===== src/rtl/fetch_unit.sv =====
// Instruction fetch stage: PC register, IF/ID register and IDLE/RUN/HALT control.
// Optional halt-on-16'hFFFF detection is enabled by defining FETCH_HALT_EN.
//
// state | meaning
// IDLE  | after reset; waits for en, no fetching
// RUN   | fetching one word per cycle when IF/ID is free or being consumed
// HALT  | halt word captured; PC frozen, held word drains, left only by redirect
module fetch_unit (
   input  logic        clk,
   input  logic        rst,
   input  logic        en,
   output logic [7:0]  imem_addr,
   input  logic [15:0] imem_data,
   input  logic        redirect,
   input  logic [7:0]  redirect_pc,
   input  logic        id_ready,
   output logic        if_valid,
   output logic [15:0] if_instr,
   output logic [7:0]  if_pc,
   output logic        halted
);

   typedef enum logic [1:0] {
      S_IDLE = 2'd0,
      S_RUN  = 2'd1,
      S_HALT = 2'd2
   } state_t;

   state_t      state_q;
   logic [7:0]  pc_q;
   logic [7:0]  pc_d;
   logic        if_valid_q;
   logic [15:0] if_instr_q;
   logic [7:0]  if_pc_q;
   logic        load;
   logic        halt_word;

   assign pc_d = pc_q + 8'd1;
   assign load = (state_q == S_RUN) && (!if_valid_q || id_ready) && !redirect;

`ifdef FETCH_HALT_EN
   assign halt_word = (imem_data == 16'hFFFF);
   assign halted    = (state_q == S_HALT);
`else
   assign halt_word = 1'b0;
   assign halted    = 1'b0;
`endif

   always_ff @(posedge clk) begin
      if (rst) begin
         state_q    <= S_IDLE;
         pc_q       <= 8'h00;
         if_valid_q <= 1'b0;
         if_instr_q <= 16'h0000;
         if_pc_q    <= 8'h00;
      end else if (state_q == S_IDLE) begin
         // redirect is ignored here; only en leaves IDLE
         if (en)
            state_q <= S_RUN;
         if (if_valid_q && id_ready)
            if_valid_q <= 1'b0;
      end else if (redirect) begin
         state_q    <= S_RUN;
         pc_q       <= redirect_pc;
         if_valid_q <= 1'b0;
      end else if (load) begin
         if_instr_q <= imem_data;
         if_pc_q    <= pc_q;
         if_valid_q <= 1'b1;
         pc_q       <= pc_d;
         if (halt_word)
            state_q <= S_HALT;
      end else if (if_valid_q && id_ready) begin
         if_valid_q <= 1'b0;
      end
   end

   assign imem_addr = pc_q;
   assign if_valid  = if_valid_q;
   assign if_instr  = if_instr_q;
   assign if_pc     = if_pc_q;

endmodule


===== config.mk =====
export PLATFORM = sky130hd
export DESIGN_NAME = fetch_unit
export DESIGN_NICKNAME = d
export VERILOG_FILES = /design/src/rtl/fetch_unit.sv
export SDC_FILE = /design/constraint.sdc
export NUM_CORES = 1
export LEC_CHECK = 0
export ABC_AREA = 1
export BUFFER_PORTS_ARGS = -buffer_cell sky130_fd_sc_hd__buf_2
export CAP_MARGIN = 20
export CORE_ASPECT_RATIO = 1.4
export CORE_MARGIN = 10
export CORE_UTILIZATION = 46
export CTS_CLUSTER_DIAMETER = 80
export DETAILED_ROUTE_END_ITERATION = 8
export PLACE_DENSITY = 0.78
export SLEW_MARGIN = 20
export SYNTH_ARGS = -nofsm -noshare
export SYNTH_HDL_FRONTEND = slang
export SYNTH_SLANG_ARGS = --single-unit

===== constraint.sdc =====
create_clock -name clk -period 1.4 [get_ports clk]
set_clock_uncertainty 0.1 [all_clocks]
set_input_delay 0.14 -clock clk [delete_from_list [all_inputs] [get_ports clk]]
set_output_delay 0.14 -clock clk [all_outputs]
set_load 0.005 [all_outputs]

## Word level (Yosys, flattened, before mapping)

Cells that the tools add are included.

- Memory bits (writable): 0
- Latch bits: 0
- Register bits after elaboration: 35
- Memories: 0
- Bits in read-only memories: 0
- Input bits: 29
- Logic and storage cells: 31

- $add $sub $neg: 1
- Multiply operators: 0
- Divide/modulo/power cells: 0
- Eq/ne operators: 2
- Mux-type cells: 9
- Reductions and logical operators: 12
- Magnitude comparators: 0
- Shifts and indexed selects: 0
- Bitwise operators: 2

Operators by type and width:

| kind | number |
|---|---|
| 8-bit two-way mux | 2 |
| 8-bit by 1-bit adder with 8-bit output, second input constant | 1 |
| 2-bit two-way mux | 3 |
| 1-bit two-way mux | 4 |
| 2-bit AND reduction | 2 |
| 2-bit nonzero test | 2 |
| 1-bit logical AND | 3 |
| 3-bit AND reduction | 1 |
| 2-bit by 1-bit equality test with 1-bit output, second input constant | 1 |
| 1-bit logical NOT | 2 |
| 2-bit logical NOT | 1 |
| 2-bit inequality test, second input constant | 1 |
| 1-bit inverter | 2 |
| 1-bit logical OR | 1 |

## Logic depth before layout (Yosys ltp)

Gate-level depths: netlist of run 1.

- Word-level depth: 7
- Gate-level depth with buffers: 8
- Depth with buffers taken out: 8

## Worst setup path after synthesis of run 1

No wires, ideal clock.

- Path kind: reg2reg
- Start point: register pc_q[1], in the netlist imem_addr[1]
- End point: register pc_q[6], in the netlist imem_addr[6]
- Slack: 0.158 ns
- Stages on the path, launching flop included: 9
- Data required time: 1.184 ns
- Data arrival time: 1.026 ns
- Cell sequence: dfxtp_1 > ha_1 > nand2_1 > nor2_1 > nand2_1 > nand2_1 > nand3_1 > nand2_1 > a21oi_1

- Cells in the longest elaborated chain, start to end: 3

RTL lines:

| element | line | RTL |
|---|---|---|
| start: declaration | 30 | `logic [7:0] pc_q;` |
| start signal: assignment | 64 | `pc_q <= redirect_pc;` |
| start signal: assignment | 70 | `pc_q <= pc_d;` |
| 8-bit by 1-bit adder with 8-bit output | 38 | `assign pc_d = pc_q + 8'd1;` |
| 8-bit two-way mux | 66 | `end else if (load) begin` |
| 8-bit two-way mux | 62 | `end else if (redirect) begin` |

No other way between the ends. The select of a mux whose other input is x is not followed.
A chain may end at the register's enable or synchronous reset.

## Worst setup path after layout of run 1

- Start point: register state_q[0]
- End point: register if_instr_q[12], in the netlist if_instr[12]

- Cells in the longest elaborated chain, start to end: 4

RTL lines:

| element | line | RTL |
|---|---|---|
| start: declaration | 29 | `state_t state_q;` |
| start signal: assignment | 51 | `state_q <= S_IDLE;` |
| start signal: assignment | 59 | `state_q <= S_RUN;` |
| start signal: assignment | 63 | `state_q <= S_RUN;` |
| 2-bit by 1-bit equality test with 1-bit output | 39 | `assign load = (state_q == S_RUN) && (!if_valid_q \|\| id_ready) && !redirect;` |
| 1-bit logical AND (2 in a row) | 39 |  |
| 3-bit AND reduction (no source line) (*) | -- |  |
| end signal: assignment | 67 | `if_instr_q <= imem_data;` |
| end: declaration | 33 | `logic [15:0] if_instr_q;` |

Every way passes the cells marked *; elsewhere a longest branch is shown, timed or not.

==> summary.md, run 1 <==
| Metric | Value |
|---|---|
| Max-cap violations | 0 |
| Setup bufs post-CTS | 0 |
| GRT Overall Usage | 13.7% |
| Ys Warns | 0 |
| Final Wtd Congestion | 0.861 |
| Final hold vios | 0 |
| Worst setup margin | 0.113 ns |
| Clk sinks | 34 |
| Final net count | 296 |
| Pre-Repair DR Iteration Count | 4 |
| HP Class | in -> reg |
| Worst setup SP type | register |
| GR Overflow Total | 0 |
| Fin crit period | 1.29 ns |
| Yosys cell types | 21 |
| Gate Count Post-Synth | 201 |
| Leakage | 0.916 nW |
| Fmax | 0.777 GHz |
| Initial core utilization | 47.2% |
| Clock slew at reported path FFs | 0.06 ns |
| Die Width | 67.6 um |
| Via density | 4.78 |
| Layout cell share with drive strength beyond 1 | 32.7% |
| Vias in the first global route | 1447 |
| Post-synth top area share | 46.6% |
| Routed WL | 4.00 mm |
| CP arrival | 1.36 ns |
| Core footprint | 3090 sq um |
| Pre-CTS setup slack | 0.0672 ns |
| Pin count of the biggest net entering global routing | 31 |
| CTS max path bufs | 2 |
| Clk_lat worst skew | 0.28 ns |
| Register area | 686 sq um |
| # IOs | 63 |
| Total CTS buffers | 5 |
| Fill cells | 313 |
| Setup Viol. Count Final | 0 |
| Post-DP Area | 1770 sq um |
| Critical path fanouts, max | 13 |
| ANT cells | 0 |
| Die Span Y | 86.7 um |
| Fin crit share | 91.9% |
| Drt initial violations | 78 |
| DPL Wire Length | 3.09 mm |
| Antenna Violating Nets Remaining | 0 |
| Syn avg cell area | 7.27 sq um |
| Post-synth top area cell | dfxtp_1 |
| P&R area growth vs syn | 29.1% |
| Root Driver | clkbuf_8 |
| Die ar. | 5860 sq um |
| First-pass GRT wire length | 6.33 mm |
| Final instance area | 1890 sq um |
| Wire per inst | 13.1 um |
| CP endpoint kind | register |
| Pwr/cell area | 1090 nW/um^2 |
| Number of synthesized register bits | 34 |
| Status | complete, no violations |
| Maximum VDD drop | 712 uV |
| Synthesized area | 1460 sq um |
| Initial antenna violation count | 0 |
| Synth top area cells | dfxtp_1, nor2_1, o21ai_0 |
| Row count | 24 |
| CP required | 1.47 ns |
| Htree depth | 2 |
| Via Count | 1459 |
| Post-synthesis sequential area ratio | 46.6% |
| Net Count, Synth | 231 |
| Footprint of the multi-input gates | 649 sq um |
| Critical path type | reg -> reg |
| Final slew viol count | 0 |
| Port bufs | 61 |
| # DRC | 0 |
| CTS tree | done |
==> state kept, by name, summed over array words and instances (netlist names) <==
name       cells
if_instr      16
if_pc          8
if_valid       1
imem_addr      8
state_q        1
==> cells by family after synthesis <==
logic type / count (synthesis) / synth area share (%)
simple gates: 91 / 24.9
compound gates: 49 / 17.9
flops: 34 / 46.6
buf+inv: 25 / 9.50
fa+ha+maj: 1 / 0.856
other cells: 1 / 0.257
==> path summary, 6_finish.rpt <==
path	startpoint	endpoint	slack, ns	cells after the start
setup / recovery	state_q[0]$_SDFFE_PP0P_	if_instr[12]$_SDFFE_PP0P_	0.11	6
hold / removal	imem_data[11]	if_instr[11]$_SDFFE_PP0P_	0.01	3
hold reg to reg	if_instr[15]$_SDFFE_PP0P_	if_instr[15]$_SDFFE_PP0P_	0.37	2
setup reg to reg	state_q[0]$_SDFFE_PP0P_	if_instr[12]$_SDFFE_PP0P_	0.11	6
==> layout make-up <==
class | count | area share (%)
Multi-Input combinational cell | 142 | 34.4
Clock inverter | 2 | 0.531
Tap cell | 39 | 2.59
Sequential cell | 34 | 36.3
Timing Repair Buffer | 68 | 19.2
Clock buffer | 5 | 3.65
Inverter | 15 | 3.25
==> where the power goes <==
group          internal, mW  leakage [nW]  switching (mW)
clock network         0.333        0.0438           0.330
logic                 0.145         0.592           0.177
registers              1.03         0.280          0.0419
==> synth_stat cells <==
| cell | count |
|---|---|
| nor2_1 | 58 |
| dfxtp_1 | 34 |
| o21ai_0 | 26 |
| nand2_1 | 25 |
| a21oi_1 | 13 |
| inv_1 | 11 |
| nand3_1 | 6 |
| o21ai_1 | 5 |
| buf_6 | 4 |
| buf_4 | 3 |
| inv_2 | 3 |
| o21ai_2 | 3 |
| clkbuf_1 | 2 |
| buf_2 | 1 |
| conb_1 | 1 |
| ha_1 | 1 |
| inv_4 | 1 |
| nand2_4 | 1 |
| nor2_4 | 1 |
| o211ai_1 | 1 |
| o21a_1 | 1 |
==> per-stage QoR <==
stage	cells	setup TNS [ns]	total power, mW	utilization (%)	hold WS, ns
after detailed placement	296	0	1.41	57.3	0.263
after global placement	296	0	1.40	57.3	0.263
after CTS	305	0	2.07	60.5	0.00780
final	305	0	2.06	61.0	0.0112
after floorplan	201	0	1.28	-	0.109
after global routing	305	-0.0204	2.17	61.0	0.0336
==> critical path: stages (launching register included) <==
cell and delay (ns):
dfxtp_1 0.40, inv_2 0.06, nor2_4 0.11, nand2_4 0.11, buf_4 0.18, o21ai_0 0.16, nor2_1 0.06
==> layout by cell type (no fill, tap or decap), types with 2 or more instances in the layout <==
| master | count |
|---|---|
| a21oi_1 | 13 |
| buf_2 | 61 |
| buf_4 | 5 |
| clkbuf_8 | 5 |
| clkinv_2 | 2 |
| dfxtp_1 | 32 |
| dlygate4sd3_1 | 2 |
| inv_1 | 11 |
| inv_2 | 3 |
| nand2_1 | 25 |
| nand3_1 | 6 |
| nor2_1 | 56 |
| nor2_2 | 2 |
| o21ai_0 | 25 |
| o21ai_1 | 6 |
| o21ai_2 | 3 |
==> layer usage <==
metal | track usage (%) | wire (um) | up-vias | part of all wire (%)
li1 | - | - | 765 | -
met1 | 13.8 | 1520 | 626 | 38
met2 | 24.5 | 2050 | 60 | 51
met3 | 3.88 | 330 | 8 | 8.3
met4 | 6.55 | 93 | 0 | 2.3
met5 | 0 | 0 | - | 0
==> timing repair <==
| action | in CTS | in global routing |
|---|---|---|
| hold buffers | 2 | 0 |
| hold endpoints to repair | 2 | 0 |
| endpoints found under the setup margin | 0 | 7 |
| gates resized for setup | 0 | 8 |
Power figures use the tool's default switching activity.
==> run 2, diff against run 1 <==
- ABC_AREA: 1 -> unset
- CORE_UTILIZATION: 46 -> 45
- PLACE_DENSITY: 0.78 -> 0.76
==> run 2 against run 1 <==
Net effect: critical path depth fell by 1; die area is 2.5% higher; cell area rose by 11%; via count increased by 1.6%; setup slack got worse by 0.058 ns; non-clock buffer count increased by 22; worst hold slack worse by 0.0058 ns; count of clock-buffer cells in the layout up 2; core utilization is 5.3 points higher; first-iteration DRC count down 56%; synthesized cell count decreased by 9.5%.
==> summary.md, run 2 <==
| Metric | Value |
|---|---|
| Hold depth | 3 |
| Max-cap violations | 0 |
| Synth top area cells | dfxtp_1, nand2_1, a21oi_1 |
| Htree depth | 2 |
| Number of synthesized flops with an enable pin | 0 |
| Die Span Y | 87.8 um |
| GR Overflow Total | 0 |
| Maximum VDD drop | 694 uV |
| CP startpoint | imem_addr[1]$_SDFFE_PP0P_ |
| Ys Warns | 0 |
| Clk sinks | 34 |
| Number of synthesized register bits | 34 |
| Max stage delay on crit path | 0.35 ns |
| Asr flop ratio synth | 0% |
| Flop-to-flop setup slack | 0.06 ns |
| Most frequent cells in the layout | buf_2, nand2_1, dfxtp_1, a21oi_1, dlygate4sd3_1 |
| Root Driver | clkbuf_8 |
| First-pass GRT wire length | 6.63 mm |
| Wire per inst | 13.0 um |
| FF-to-FF path depth | 5 |
| Vias in the first global route | 1495 |
| CP required | 1.49 ns |
| DPL Wire Length | 2.94 mm |
| Final Wtd Congestion | 0.822 |
| ANT cells | 0 |
| CP endpoint kind | register |
| Net Count, Synth | 212 |
| Final net count | 293 |
| Hold path start | imem_data[14] |
| Fin crit period | 1.34 ns |
| # DRC | 0 |
| Synth Flop Type | dfxtp_1 |
| Setup Viol. Count Final | 0 |
| Post-synth top area cell | dfxtp_1 |
| Port bufs | 61 |
| Critical R2R Launch | imem_addr[1]$_SDFFE_PP0P_ |
| CP arrival | 1.44 ns |
| Setup bufs post-CTS | 0 |
| RSZ-0062 raised after global routing | true |
| Final slew viol count | 0 |
| Initial antenna violation count | 0 |
| Family with the most delay on the worst path | flip-flops |
| Largest register FFs | 16 |
| Critical path fanouts, max | 4 |
| Pre-Repair DR Iteration Count | 4 |
| CP cell instances | ha_2 -> nand3_1 -> nor4_1 -> a21oi_1 -> o32ai_2 |
| CP max-delay cell | dfxtp_2 |
| End of the critical path | imem_addr[6]$_SDFFE_PP0P_ |
| Drt initial violations | 34 |
| Post-route insts no fill | 303 |
| P&R area growth vs syn | 41.5% |
| CTS max path bufs | 2 |
| Die ar. | 6010 sq um |
| Worst setup SP type | register |
| Leakage | 0.933 nW |
| Initial core utilization | 46.9% |
| Post-synthesis sequential area ratio | 46.0% |
| Fin crit share | 96.1% |
| Critical path type | reg -> reg |
| Placed Cells | 280 |
| FF-to-FF End | imem_addr[6]$_SDFFE_PP0P_ |
| Die Width | 68.5 um |
| WP buf/inv | 0 |
| Row count | 24 |
| GRT Overall Usage | 14.0% |
| Synthesized area | 1480 sq um |
| Instance count on the critical path | 5 |
| Layout cell share with drive strength beyond 1 | 36.0% |
| Clock slew at reported path FFs | 0.07 ns |
| Most frequent cells after synthesis | nand2_1, dfxtp_1, a21oi_1 |
| Gate Count Post-Synth | 182 |
| Yosys cell types | 34 |
| Total CTS buffers | 5 |
| Status | complete, no violations |
| CTS tree | done |
| Fmax | 0.744 GHz |
| Core footprint | 3150 sq um |
| Via Count | 1482 |
| Via density | 4.89 |
| Commonest non-fill, non-tap cell in the layout | buf_2 |
| # IOs | 63 |
| Clk_lat worst skew | 0.28 ns |
| Pin count of the biggest net entering global routing | 21 |
| Syn avg cell area | 8.13 sq um |
| Final hold vios | 0 |
| Setup tns final | 0 ns |
| Pwr/cell area | 987 nW/um^2 |
| Count leader, synth | nand2_1 |
| Antenna Violating Nets Remaining | 0 |
| Post-synth top area share | 46.0% |
| Routed WL | 3.93 mm |
| HP Class | in -> reg |
[run 2: cell types whose count changed in the layout (fill, tap and decap cells not counted), moves of 6 or more]
cell	change
nor2_1	-49
nand2_1	+32
o21ai_0	-21
a21oi_1	+16
dlygate4sd3_1	+13
inv_1	-11
buf_4	+8
o21ai_1	-6
[run 2: logic make-up after synthesis]
group | Yosys count | share of synthesized area (%)
and+or+nand+nor | 78 | 23.1
muxes | 2 | 1.44
adders and majority gates | 1 | 0.846
buffers and inverters | 16 | 7.27
DFF | 34 | 46.0
other | 1 | 0.254
AOI/OAI and AO/OA | 50 | 21.1
[run 2: repair_timing]
item / CTS / global route
setup endpoints to repair: 0 / 2
resized for setup: 0 / 2
hold endpoints to repair: 15 / 0
hold buffers: 15 / 0
[run 2: power breakdown]
group          total, mW  switching [mW]  internal [mW]
logic              0.299           0.139          0.160
clock network      0.728           0.332          0.396
registers           1.04          0.0309           1.01
total               2.07           0.502           1.56
[run 2: metal layers]
layer  GRT usage, %  up-vias  wire length [um]  part of all wire (%)
met2           23.4       45              1950                    50
met5              0        -                 0                     0
met3           5.37        8               350                   8.9
li1               -      777                 -                     -
met1           15.1      652              1520                    39
met4           6.42        0               108                   2.7
[run 2: metrics by stage]
stage | utilization [%] | worst slack, ns | area [sq um] | power [mW] | hold WS, ns
final | 66.3 | 0.0551 | 2090 | 2.07 | 0.00540
after global routing | 66.3 | -0.0105 | 2090 | 2.18 | 0.00631
after CTS | 66.3 | 0.00413 | 2090 | 2.09 | 0.00115
after detailed placement | 58.6 | 0.0205 | 1850 | 1.33 | 0.252
after global placement | 58.6 | 0.0787 | 1850 | 1.33 | 0.245
after floorplan | - | 0.0530 | 1480 | 1.21 | 0.156
[run 2: cell type report]
cell class / instances / area [sq um]
Fill cell: 268 / 1060
Multi-Input combinational cell: 132 / 693
Sequential cell: 34 / 686
Timing Repair Buffer: 90 / 573
Clock buffer: 7 / 86.3
Tap cell: 39 / 48.8
Clock inverter: 1 / 5.00
[run 2: worst min-delay path: stages]
cell     delay, ns
buf_2         0.10
nand2_1       0.05
a21oi_1       0.05
[run 2: how the worst min path moves through the flow]
| stage | end | slack, ns |
|---|---|---|
| 6_report | if_instr[14]$_SDFFE_PP0P_ | 0.005 |
| 5_1_grt | if_instr[14]$_SDFFE_PP0P_ | 0.006 |
| 4_1_cts | if_instr[14]$_SDFFE_PP0P_ | 0.001 |
| 3_5_place_dp | state_q[0]$_SDFFE_PP0P_ | 0.25 |
| 3_3_place_gp | state_q[0]$_SDFFE_PP0P_ | 0.24 |
| 2_1_floorplan | state_q[0]$_SDFFE_PP0P_ | 0.16 |
==> run 3, diff against run 2 <==
--- a/config.mk
+++ b/config.mk
@@ -9,9 +9,9 @@
 export CAP_MARGIN = 20
 export CORE_ASPECT_RATIO = 1.4
-export CORE_MARGIN = 10
 export CORE_UTILIZATION = 45
 export CTS_CLUSTER_DIAMETER = 80
 export DETAILED_ROUTE_END_ITERATION = 8
 export PLACE_DENSITY = 0.76
+export SETUP_SLACK_MARGIN = 0.1
 export SLEW_MARGIN = 20
 export SYNTH_ARGS = -nofsm -noshare
==> constraint.sdc (replaced) <==
create_clock -name clk -period 1.4 [get_ports clk]
set_clock_uncertainty 0.1 [all_clocks]
set_input_delay 0.07 -clock clk [delete_from_list [all_inputs] [get_ports clk]]
set_output_delay 0.07 -clock clk [all_outputs]
set_load 0.005 [all_outputs]
==> run 3 against run 2 <==
Net effect: clock power increased by 24%; flip-flop and latch count unchanged; sequential share of layout area decreased by 1.2 points; combinational power increased by 7.0%; sequential power about the same; die area decreased by 41%; non-clock buffer count increased by 3; register-to-register slack improved by 0.08 ns; global-route usage increased by 8.9 points; critical path depth unchanged; core utilization increased by 4.2 points.
==> summary.md, run 3 (same netlist as run 2, synthesis figures left out) <==
| Metric | Value |
|---|---|
| Via density | 5.00 |
| Htree depth | 2 |
| Hold depth | 3 |
| Clock slew at reported path FFs | 0.07 ns |
| Final Wtd Congestion | 0.850 |
| Routed WL | 3.78 mm |
| CP required | 1.45 ns |
| Row count | 24 |
| P&R area growth vs syn | 48.9% |
| Fmax | 0.791 GHz |
| Drt initial violations | 41 |
| FF-to-FF path depth | 5 |
| CP endpoint kind | register |
| Core footprint | 3120 sq um |
| Total CTS buffers | 5 |
| Final slew viol count | 0 |
| Vias in the first global route | 1391 |
| ANT cells | 0 |
| Pin count of the biggest net entering global routing | 25 |
| DPL Wire Length | 2.35 mm |
| Die Span Y | 69.8 um |
| Critical path fanouts, max | 7 |
| Maximum VDD drop | 973 uV |
| # DRC | 0 |
| Util after Layout | 70.5% |
| # IOs | 63 |
| Pre-Repair DR Iteration Count | 4 |
| Wire per inst | 12.4 um |
| Layout cell share with drive strength beyond 1 | 40.2% |
| Final instance area | 2200 sq um |
| CTS tree | done |
| Met2 WL | 1.95 mm |
| Final net count | 296 |
| Antenna Violating Nets Remaining | 0 |
| Via Count | 1524 |
| WL met1 | 1.51 mm |
| Critical path type | reg -> reg |
| Leakage | 0.964 nW |
| Die Width | 50.5 um |
| CTS max path bufs | 2 |
| Initial core utilization | 47.4% |
| Commonest non-fill, non-tap cell in the layout | buf_2 |
| Met3 wire length | 203 um |
| Clk sinks | 34 |
| Pwr/cell area | 1030 nW/um^2 |
| Fin crit share | 90.3% |
| Most frequent cells in the layout | buf_2, nand2_1, a21oi_1, dfxtp_1, dlygate4sd3_1 |
| Setup tns final | 0 ns |
| GR Overflow Total | 0 |
| Fin crit period | 1.26 ns |
| Final hold vios | 0 |
| Setup Viol. Count Final | 0 |
| First-pass GRT wire length | 6.06 mm |
| Clk_lat worst skew | 0.28 ns |
| Worst setup SP type | register |
| RSZ-0062 raised after global routing | true |
| GRT Overall Usage | 22.9% |
| CP arrival | 1.31 ns |
| Flop-to-flop setup slack | 0.14 ns |
| Status | complete, no violations |
| Port bufs | 61 |
| Post-DP Area | 1810 sq um |
| Largest register FFs | 16 |
| Highest routed metal layer | met4 |
| Initial antenna violation count | 0 |
| Die ar. | 3520 sq um |
| HP Class | in -> reg |
| Root Driver | clkbuf_8 |
| Max-cap violations | 0 |
run 3: repair_timing:
action                                 4_1_cts  5_1_grt
gates cloned                                 0        0
endpoints found under the hold margin       18        0
pin swaps                                    2        6
resized for setup                            5       18
setup endpoints to repair                   17       26
setup buffers                                2        1
hold buffers                                18        0
run 3: per-layer routing:
metal | GRT usage [%] | vias up
met4 | 11.4 | 0
met3 | 6.58 | 11
li1 | - | 781
met5 | 0 | -
met2 | 38.2 | 48
met1 | 26.1 | 684
run 3: cell type report:
type | instances | area, sq um
clock buffers | 6 | 82.6
well taps | 39 | 48.8
repair buffers | 93 | 606
clock inverters | 1 | 30.0
flip-flops and latches | 34 | 696
fillers | 272 | 921
multi-input cells | 132 | 739
run 3: final timing paths:
kind | from | endpoint
worst max-delay path | imem_addr[1]$_SDFFE_PP0P_ | imem_addr[5]$_SDFFE_PP0P_
worst min-delay path | redirect_pc[1] | imem_addr[1]$_SDFFE_PP0P_
worst max register to register | imem_addr[1]$_SDFFE_PP0P_ | imem_addr[5]$_SDFFE_PP0P_
worst min register to register | if_pc[5]$_SDFFE_PP0P_ | if_pc[5]$_SDFFE_PP0P_
run 3: critical path, cell delays in order (launching register included):
cell,delay [ns]
dfxtp_4,0.36
buf_6,0.13
and4_4,0.19
a21o_1,0.16
a21oi_2,0.15
a211oi_2,0.04
run 3: report_power, final:
part / total (mW) / internal [mW] / switching (mW)
combinational: 0.320 / 0.170 / 0.150
clock: 0.903 / 0.569 / 0.334
sequential: 1.04 / 1.01 / 0.0337
run 3: metrics by stage:
stage / std cells / power, mW / hold WS, ns / setup slack [ns]
3_5_place_dp: 277 / 1.31 / 0.185 / 0.0240
5_1_grt: 305 / 2.36 / 0.0419 / 0.0602
2_1_floorplan: 182 / 1.21 / 0.0858 / 0.111
4_1_cts: 304 / 2.26 / 0.0308 / 0.0644
6_report: 305 / 2.26 / 0.0320 / 0.136
3_3_place_gp: 277 / 1.31 / 0.173 / 0.0848
